`config.mk`:
```
export PLATFORM = sky130hd
export DESIGN_NAME = imm_gen_stage_flat
export DESIGN_NICKNAME = d
export VERILOG_FILES = /design/src/rtl/imm_gen_stage_pkg.sv /design/src/rtl/imm_gen_stage_if.sv /design/src/rtl/imm_gen_stage_ext.sv /design/src/rtl/imm_gen_stage.sv /design/src/flat_wrapper.sv
export SDC_FILE = /design/constraint.sdc
export NUM_CORES = 1
export LEC_CHECK = 0
export BUFFER_PORTS_ARGS = -buffer_cell sky130_fd_sc_hd__buf_2
export CAP_MARGIN = 20
export CORE_UTILIZATION = 55
export DETAILED_ROUTE_END_ITERATION = 10
export GPL_TIMING_DRIVEN = 0
export PLACE_DENSITY = 0.82
export SLEW_MARGIN = 20
export SYNTH_ARGS = -nofsm -noshare
export SYNTH_HDL_FRONTEND = slang
export SYNTH_SLANG_ARGS = --single-unit
export TNS_END_PERCENT = 30
```
`constraint.sdc`:
```
create_clock -name i_clk -period 1.75 [get_ports i_clk]
set_clock_uncertainty 0.05 [all_clocks]
set_input_delay 0.35 -clock i_clk [delete_from_list [all_inputs] [get_ports i_clk]]
set_output_delay 0.35 -clock i_clk [all_outputs]
set_load 0.01 [all_outputs]
```
`src/rtl/imm_gen_stage_pkg.sv`:
```
// Shared types for the ID-stage immediate generator: format codes and the
// entry layout held in both the skid and output registers.
package imm_pkg;

    localparam int unsigned XLEN = 32;

    typedef enum logic [2:0] {
        IMM_I = 3'b000,
        IMM_S = 3'b001,
        IMM_B = 3'b010,
        IMM_U = 3'b011,
        IMM_J = 3'b100
    } imm_sel_e;

    typedef struct packed {
        logic [XLEN-1:0] instr;
        logic [XLEN-1:0] pc;
        logic [XLEN-1:0] imm;
        logic            sel_err;
    } imm_entry_t;

endpackage

```
`src/rtl/imm_gen_stage_if.sv`:
```
// Upstream/downstream handshake bundle for the immediate generator stage.
interface imm_gen_stage_if;
    import imm_pkg::*;

    logic            i_valid;
    logic            o_in_ready;
    logic [XLEN-1:0] i_instr;
    logic [XLEN-1:0] i_pc;
    logic [2:0]      i_imm_sel;
    logic            i_flush;
    logic            o_valid;
    logic            i_out_ready;
    logic [XLEN-1:0] o_imm;
    logic [XLEN-1:0] o_instr;
    logic [XLEN-1:0] o_pc;
    logic            o_sel_err;

    modport master (
        output i_valid, i_instr, i_pc, i_imm_sel, i_flush, i_out_ready,
        input  o_in_ready, o_valid, o_imm, o_instr, o_pc, o_sel_err
    );

    modport slave (
        input  i_valid, i_instr, i_pc, i_imm_sel, i_flush, i_out_ready,
        output o_in_ready, o_valid, o_imm, o_instr, o_pc, o_sel_err
    );

endinterface

```
`src/rtl/imm_gen_stage_ext.sv`:
```
// Combinational immediate formatter; opcode bits [6:0] never feed any format.
module imm_ext
    import imm_pkg::*;
(
    input  logic [31:7] instr,
    input  logic [2:0]  sel,
    output logic [31:0] imm,
    output logic        sel_err
);

    always_comb begin
        imm     = '0;
        sel_err = 1'b0;
        case (sel)
            IMM_I:   imm = {{20{instr[31]}}, instr[31:20]};
            IMM_S:   imm = {{20{instr[31]}}, instr[31:25], instr[11:7]};
            IMM_B:   imm = {{19{instr[31]}}, instr[31], instr[7], instr[30:25], instr[11:8], 1'b0};
            IMM_U:   imm = {instr[31:12], 12'b0};
            IMM_J:   imm = {{11{instr[31]}}, instr[31], instr[19:12], instr[20], instr[30:21], 1'b0};
            default: sel_err = 1'b1;
        endcase
    end

endmodule

```
`src/rtl/imm_gen_stage.sv`:
```
// ID/EX immediate stage: formats the immediate on entry, then holds it in an
// output register backed by a one-entry skid so upstream ready is a flop.
module imm_gen_stage #(
    parameter int unsigned XLEN = imm_pkg::XLEN
) (
    input  logic              i_clk,
    input  logic              i_rst,
    imm_gen_stage_if.slave    bus
);

    if (XLEN != 32) begin : g_bad_xlen
        $error("imm_gen_stage supports XLEN=32 only");
    end

    imm_pkg::imm_entry_t new_entry;
    imm_pkg::imm_entry_t out_q, out_d;
    imm_pkg::imm_entry_t skid_q, skid_d;
    logic                out_valid_q, out_valid_d;
    logic                skid_valid_q, skid_valid_d;
    logic                in_ready_q, in_ready_d;
    logic [31:0]         new_imm;
    logic                new_err;
    logic                accept;
    logic                drain;

    imm_ext u_ext (
        .instr   (bus.i_instr[31:7]),
        .sel     (bus.i_imm_sel),
        .imm     (new_imm),
        .sel_err (new_err)
    );

    always_comb begin
        new_entry.instr   = bus.i_instr;
        new_entry.pc      = bus.i_pc;
        new_entry.imm     = new_imm;
        new_entry.sel_err = new_err;
    end

    assign accept = bus.i_valid & in_ready_q;
    assign drain  = out_valid_q & bus.i_out_ready;

    // Output register refills from skid first, so ordering stays strict.
    always_comb begin
        out_d        = out_q;
        skid_d       = skid_q;
        out_valid_d  = out_valid_q;
        skid_valid_d = skid_valid_q;
        if (bus.i_flush) begin
            out_valid_d  = 1'b0;
            skid_valid_d = 1'b0;
        end else if (!out_valid_q || drain) begin
            if (skid_valid_q) begin
                out_d        = skid_q;
                out_valid_d  = 1'b1;
                skid_valid_d = 1'b0;
            end else if (accept) begin
                out_d       = new_entry;
                out_valid_d = 1'b1;
            end else begin
                out_valid_d = 1'b0;
            end
        end else if (accept) begin
            skid_d       = new_entry;
            skid_valid_d = 1'b1;
        end
        in_ready_d = !skid_valid_d;
    end

    always_ff @(posedge i_clk) begin
        if (i_rst) begin
            out_q        <= '0;
            skid_q       <= '0;
            out_valid_q  <= 1'b0;
            skid_valid_q <= 1'b0;
            in_ready_q   <= 1'b1;
        end else begin
            out_q        <= out_d;
            skid_q       <= skid_d;
            out_valid_q  <= out_valid_d;
            skid_valid_q <= skid_valid_d;
            in_ready_q   <= in_ready_d;
        end
    end

    assign bus.o_in_ready = in_ready_q;
    assign bus.o_valid    = out_valid_q;
    assign bus.o_imm      = out_q.imm;
    assign bus.o_instr    = out_q.instr;
    assign bus.o_pc       = out_q.pc;
    assign bus.o_sel_err  = out_q.sel_err;

endmodule

```
`src/flat_wrapper.sv`:
```
// flat-port wrapper written by rule: the top's interface ports become plain ports
module imm_gen_stage_flat 
#(
    parameter int unsigned XLEN = imm_pkg::XLEN
)
  (i_clk, i_rst, bus_i_valid, bus_i_instr, bus_i_pc, bus_i_imm_sel, bus_i_flush, bus_i_out_ready, bus_o_in_ready, bus_o_valid, bus_o_imm, bus_o_instr, bus_o_pc, bus_o_sel_err);
  imm_gen_stage_if bus_i ();
  input  logic i_clk;
  input  logic i_rst;
  input wire logic [$bits(bus_i.i_valid)-1:0] bus_i_valid;
  input wire logic [$bits(bus_i.i_instr)-1:0] bus_i_instr;
  input wire logic [$bits(bus_i.i_pc)-1:0] bus_i_pc;
  input wire logic [$bits(bus_i.i_imm_sel)-1:0] bus_i_imm_sel;
  input wire logic [$bits(bus_i.i_flush)-1:0] bus_i_flush;
  input wire logic [$bits(bus_i.i_out_ready)-1:0] bus_i_out_ready;
  output wire logic [$bits(bus_i.o_in_ready)-1:0] bus_o_in_ready;
  output wire logic [$bits(bus_i.o_valid)-1:0] bus_o_valid;
  output wire logic [$bits(bus_i.o_imm)-1:0] bus_o_imm;
  output wire logic [$bits(bus_i.o_instr)-1:0] bus_o_instr;
  output wire logic [$bits(bus_i.o_pc)-1:0] bus_o_pc;
  output wire logic [$bits(bus_i.o_sel_err)-1:0] bus_o_sel_err;
  assign bus_i.i_valid = bus_i_valid;
  assign bus_i.i_instr = bus_i_instr;
  assign bus_i.i_pc = bus_i_pc;
  assign bus_i.i_imm_sel = bus_i_imm_sel;
  assign bus_i.i_flush = bus_i_flush;
  assign bus_i.i_out_ready = bus_i_out_ready;
  assign bus_o_in_ready = bus_i.o_in_ready;
  assign bus_o_valid = bus_i.o_valid;
  assign bus_o_imm = bus_i.o_imm;
  assign bus_o_instr = bus_i.o_instr;
  assign bus_o_pc = bus_i.o_pc;
  assign bus_o_sel_err = bus_i.o_sel_err;
  imm_gen_stage #(.XLEN(XLEN)) u_core (.i_clk(i_clk), .i_rst(i_rst), .bus(bus_i));
endmodule
```
# Yosys cells after proc, flatten, opt, wreduce, memory -nomap -nowiden
# Index checks and enable logic that the tools add are counted.
# op_classes
eq_ne	4
muxes	9
n_bitwise	4
reduce_logical	9
# op_table
cell	n
97-bit two-way mux	2
32-bit case mux with 5 select lines	1
3-bit by 2-bit == test with 1-bit output (second input constant)	2
1-bit two-way mux	6
3-bit AND reduction	2
5-bit OR reduction	1
3-bit by 1-bit == test with 1-bit output (second input constant)	1
3-bit == test (second input constant)	1
3-bit zero test	1
1-bit AND	2
1-bit zero test	2
1-bit NOT	2
2-bit nonzero test	1
2-bit OR reduction	1
1-bit logical OR	1
# word_totals
ff_bits	197
in_bits	72
word_cells	37

# Logic depth before layout (Yosys ltp)
# depth
ltp_word	5
depth_mapped	7

# Modules after synthesis
# From an unflattened synthesis, not the netlist that was laid out.
# hier_totals
hier_cells	1076
area_unflattened_um2	10102.2
# modules_own_cells
module	instances	cells_each	area_each_um2	seq_area_each_um2
imm_gen_stage	1	982	9556.7	3943.8
imm_ext	1	94	545.5	0.0

# Worst setup path before layout
# OpenSTA, ideal clock, no wires.
# synth_timing
path_kind	reg2reg
startpoint	register u_core.in_ready_q (netlist: u_core.bus.o_in_ready)
endpoint	register u_core.out_q (netlist bit u_core.bus.o_imm[6])
arrival_time_ns	1.378
required_time_ns	1.570
slack_ns	0.192
path_stages_with_launch	7
path_cell_list	dfxtp_1 > a21oi_2 > or3_1 > clkbuf_1 > buf_2 > a221oi_1 > nor3_1
# synth_via
elab_chain_len	3
# synth_rtl
item	line_no	rtl
start, declared	imm_gen_stage.sv:20	logic in_ready_q, in_ready_d;
start signal, assigned	imm_gen_stage.sv:82	in_ready_q <= in_ready_d;
1-bit AND	imm_gen_stage.sv:40	assign accept = bus.i_valid & in_ready_q;
2-bit nonzero test (no line)	--	
3-bit AND reduction (no line)	--	
end signal, assigned	imm_gen_stage.sv:78	out_q <= out_d;
end, declared	imm_gen_stage.sv:16	imm_pkg::imm_entry_t out_q, out_d;
# No other way between the ends.
# A chain may end at the register's enable or synchronous reset.

# Final worst setup path
# layout_timing
startpoint	register u_core.out_valid_q (netlist: u_core.bus.o_valid)
endpoint	register u_core.skid_q[4] (netlist bit)
# layout_via
elab_chain_len	4
word_cells_on_any_way	5
classes_between	bitwise: 2; reduce/logical: 3
# layout_rtl
item	line_no	rtl
start, declared	imm_gen_stage.sv:18	logic out_valid_q, out_valid_d;
start signal, assigned	imm_gen_stage.sv:80	out_valid_q <= out_valid_d;
1-bit AND / 1-bit zero test (equally long branches)	imm_gen_stage.sv:41, imm_gen_stage.sv:52	
1-bit logical OR *	imm_gen_stage.sv:52	end else if (!out_valid_q || drain) begin
1-bit NOT (no line) *	--	
3-bit AND reduction (no line) *	--	
end signal, assigned	imm_gen_stage.sv:79	skid_q <= skid_d;
end, declared	imm_gen_stage.sv:17	imm_pkg::imm_entry_t skid_q, skid_d;
# Mark *: on every way between the ends. The rest lies on a longest branch, timed or not.

==> flow_metrics.py <==
metrics = {
    "run_status": {
        "outcome": "finished, final reports clean",
    },
    "routing": {
        "drtAntennaViolNets": 0,
        "num_vias": 7726,
        "drc": 0,
        "routed_wl_um": 23440,
        "wl_per_cell_um": 17.53,
        "drt_iter0_drc": 691,
        "first_pass_iters": 5,
        "via_per_inst": 5.779,
    },
    "clock_network": {
        "cts_tree": "done",
        "clk_path_buf_depth": 2,
        "clk_pin_slew_ns": 0.07,
        "cts-hold-fix-buffers": 0,
        "clkSinkCount": 197,
        "cts_root_buf": "clkbuf_16",
        "cts_made_buffers": 17,
        "h-tree-depth": 4,
        "clock_latency_ns": 0.44,
    },
    "critical_path": {
        "end_kind": "register",
        "worst_ep_arrival_time_ns": 2.04,
        "path_class": "reg2reg",
        "cp_max_fo": 10,
        "cp-start-kind": "register",
        "worst_ep_required_time_ns": 2.04,
    },
    "pwr": {
        "combPwrFrac": 0.109,
        "leakage_nw": 3.886,
        "p_total_w": 0.009660,
        "p_int_w": 0.007224,
        "switching_share": 0.2522,
        "p_switching_w": 0.002436,
        "ir_drop_mv": 0.7739,
        "power_frac_clock": 0.402,
        "powerDensity_nw_per_um2": 957.9,
        "pwr-share-seq": 0.489,
    },
    "place": {
        "io_buffer_count": 167,
        "pre_cts_ws_ns": -0.6803,
        "place_congestion": 0.8859,
        "dp.cells": 1297,
        "hpwl_um": 16040,
    },
    "global_routing": {
        "antenna_found_initial": 1,
        "track_usage": 0.2996,
        "grt_max_degree": 17,
        "grt-ovfl-total": 0,
        "grt_pass1_wl_um": 37050,
        "grt_pass1_vias": 7389,
    },
    "timing": {
        "tightest_slew_ns": 0.9330,
        "setup_violations": 0,
        "finalHoldViolations": 0,
        "slew_viol_final": 0,
        "hold_ws_ns": 0.1028,
        "period_share": 0.9959,
        "fin_ws_ns": 0.007122,
        "relSlewSlack": 0.3780,
        "period_needed_ns": 1.743,
        "max_freq_mhz": 573.8,
    },
    "floorplanning": {
        "io_pins": 171,
        "die_y_um": 124.3,
        "initial_core_util": 0.5657,
        "dieArea_um2": 15440,
        "fp.dieW_um": 124.3,
        "fp-row-count": 44,
        "core_um2": 14530,
    },
    "layout": {
        "final_layout_size_suffix_gt1_frac": 0.2439,
        "multiInputGateArea_um2": 3946,
        "instances_no_fill": 1337,
        "regArea_um2": 3946,
        "nNetsFinal": 1211,
        "final_common_cell": "dfxtp_1",
        "syn_to_final_growth_pct": 22.66,
        "most-common-layout-cells": "dfxtp_1 (195), buf_2 (194), nand2_1 (153)",
        "fillerInstances": 1172,
    },
    "logic_synthesis": {
        "synth_ff_type": "dfxtp_1",
        "synth_seq_cells": 197,
        "synthMuxAreaShare": 0.08157,
        "syn_nets": 1018,
        "ys_async_sr_fraction": 0,
        "syn_inst": 946,
        "yosysUniqueCellTypes": 39,
        "synthAdderAreaFrac": 0.001370,
        "synth-xor-area-share": 0.001065,
        "yosysSeqAreaShare": 0.4797,
        "synth_compound_area_frac": 0.1919,
        "avgSynthCellArea_um2": 8.691,
        "synth_top_family_by_area": "simple AND/OR/NAND/NOR gates",
        "syn_area_um2": 8222,
        "synthSimpleGateAreaFrac": 0.1956,
        "yosys_warnings": 0,
        "synth_edf_count": 0,
    },
    "worst_hold_path": {
        "hp-class": "in2reg",
    },
    "job": {
        "cap_violations": 0,
    },
}
[critical path, cell delays in order (launching register included)]
cell	delay [ns]
dfxtp_2	0.36
nor3b_4	0.26
and3_1	0.18
buf_2	0.20
buf_2	0.29
nor2_1	0.10
nor3_1	0.20
[cell type report]
type                       count  share of cell area
sequential                   197              0.3913
multi-input combinational    658              0.3913
timing repair buffer         174             0.08846
buffer                        88             0.04653
clock buffer                  20             0.04529
tap                          184             0.02283
clock inverter                12             0.01290
inverter                       3            0.001117
antenna                        1           0.0002481
[through the flow]
| step | utilization | setup TNS [ns] | area (um2) |
|---|---|---|---|
| finish | 0.6939 | 0 | 10080 |
| global route | 0.6939 | -0.05878 | 10080 |
| CTS | 0.6853 | -0.05456 | 9961 |
| detailed placement | 0.6390 | -62.34 | 9288 |
| global placement | 0.6390 | -58.16 | 9288 |
| floorplan | - | 0 | 8222 |
[layer usage]
layer  vias to the layer above  track usage  share of wire
li1                       3696            -              -
met5                         -            0              0
met4                         0       0.1219          0.030
met1                      3625       0.3900           0.42
met2                       355       0.4820           0.46
met3                        50      0.06486          0.086
[synth_stat cells (2+ instances only)]
cell | count | area [um2]
or3_1 | 2 | 12.51
nand2b_1 | 18 | 112.6
clkbuf_1 | 42 | 157.7
o41ai_2 | 8 | 130.1
nor2b_1 | 9 | 56.30
a32o_1 | 4 | 40.04
nand2_1 | 153 | 574.3
nor3_1 | 21 | 105.1
and2_1 | 12 | 75.07
nand3b_1 | 14 | 105.1
o211ai_1 | 5 | 37.54
nor2_1 | 108 | 405.4
nor4bb_1 | 2 | 20.02
a211oi_1 | 88 | 660.6
mux2i_1 | 67 | 670.6
o311ai_0 | 11 | 96.34
inv_1 | 3 | 11.26
buf_4 | 2 | 15.01
dfxtp_1 | 197 | 3944
nor3b_1 | 4 | 30.03
nand3_1 | 9 | 45.04
a221oi_1 | 3 | 26.28
o22ai_1 | 10 | 62.56
buf_2 | 42 | 210.2
buf_1 | 2 | 7.510
a21oi_1 | 97 | 485.5
[sequential cells by signal, indices dropped and copies added (netlist names)]
register,cells
u_core.skid_q,97
u_core.bus.o_sel_err,1
u_core.skid_valid_q,1
u_core.bus.o_valid,1
u_core.bus.o_instr,32
u_core.bus.o_imm,32
u_core.bus.o_pc,32
u_core.bus.o_in_ready,1
[path summary, 6_finish.rpt]
path | startpoint | cells past startpoint | slack, ns | endpoint
worst max register to register | u_core.bus.o_valid | 6 | 0.007 | u_core.skid_q[4]
worst max-delay path | u_core.bus.o_valid | 6 | 0.007 | u_core.skid_q[4]
worst min-delay path | bus_i_pc[15] | 3 | 0.10 | u_core.skid_q[48]
worst min register to register | u_core.skid_q[91] | 2 | 0.40 | u_core.skid_q[91]
[power groups by stage]
stage	Clock (W)	Combinational [W]	Sequential, W
5_1_grt	0.00410	0.00115	0.00474
6_report	0.00388	0.00106	0.00472
3_5_place_dp	0	0.000993	0.00482
3_3_place_gp	0	0.000977	0.00482
2_1_floorplan	0	0.000501	0.00488
4_1_cts	0.00388	0.00102	0.00472
[cells by family (layout without fill, tap and decap cells)]
logic type	after synthesis	after routing
mux	67	67
fa+ha+maj	1	1
flops	197	197
other cells	0	1
buf+inv	91	297
compound gates	230	230
simple gates	359	359
xor+xnor	1	1
[timing repair]
item                                    in CTS  in global routing
endpoints found under the setup margin     139                125
gates resized for setup                     23                 27
pin swaps                                    1                  2
setup buffers                                3                  4
hold endpoints to repair                     0                  0
No activity file was read; power rests on OpenSTA's default activity.
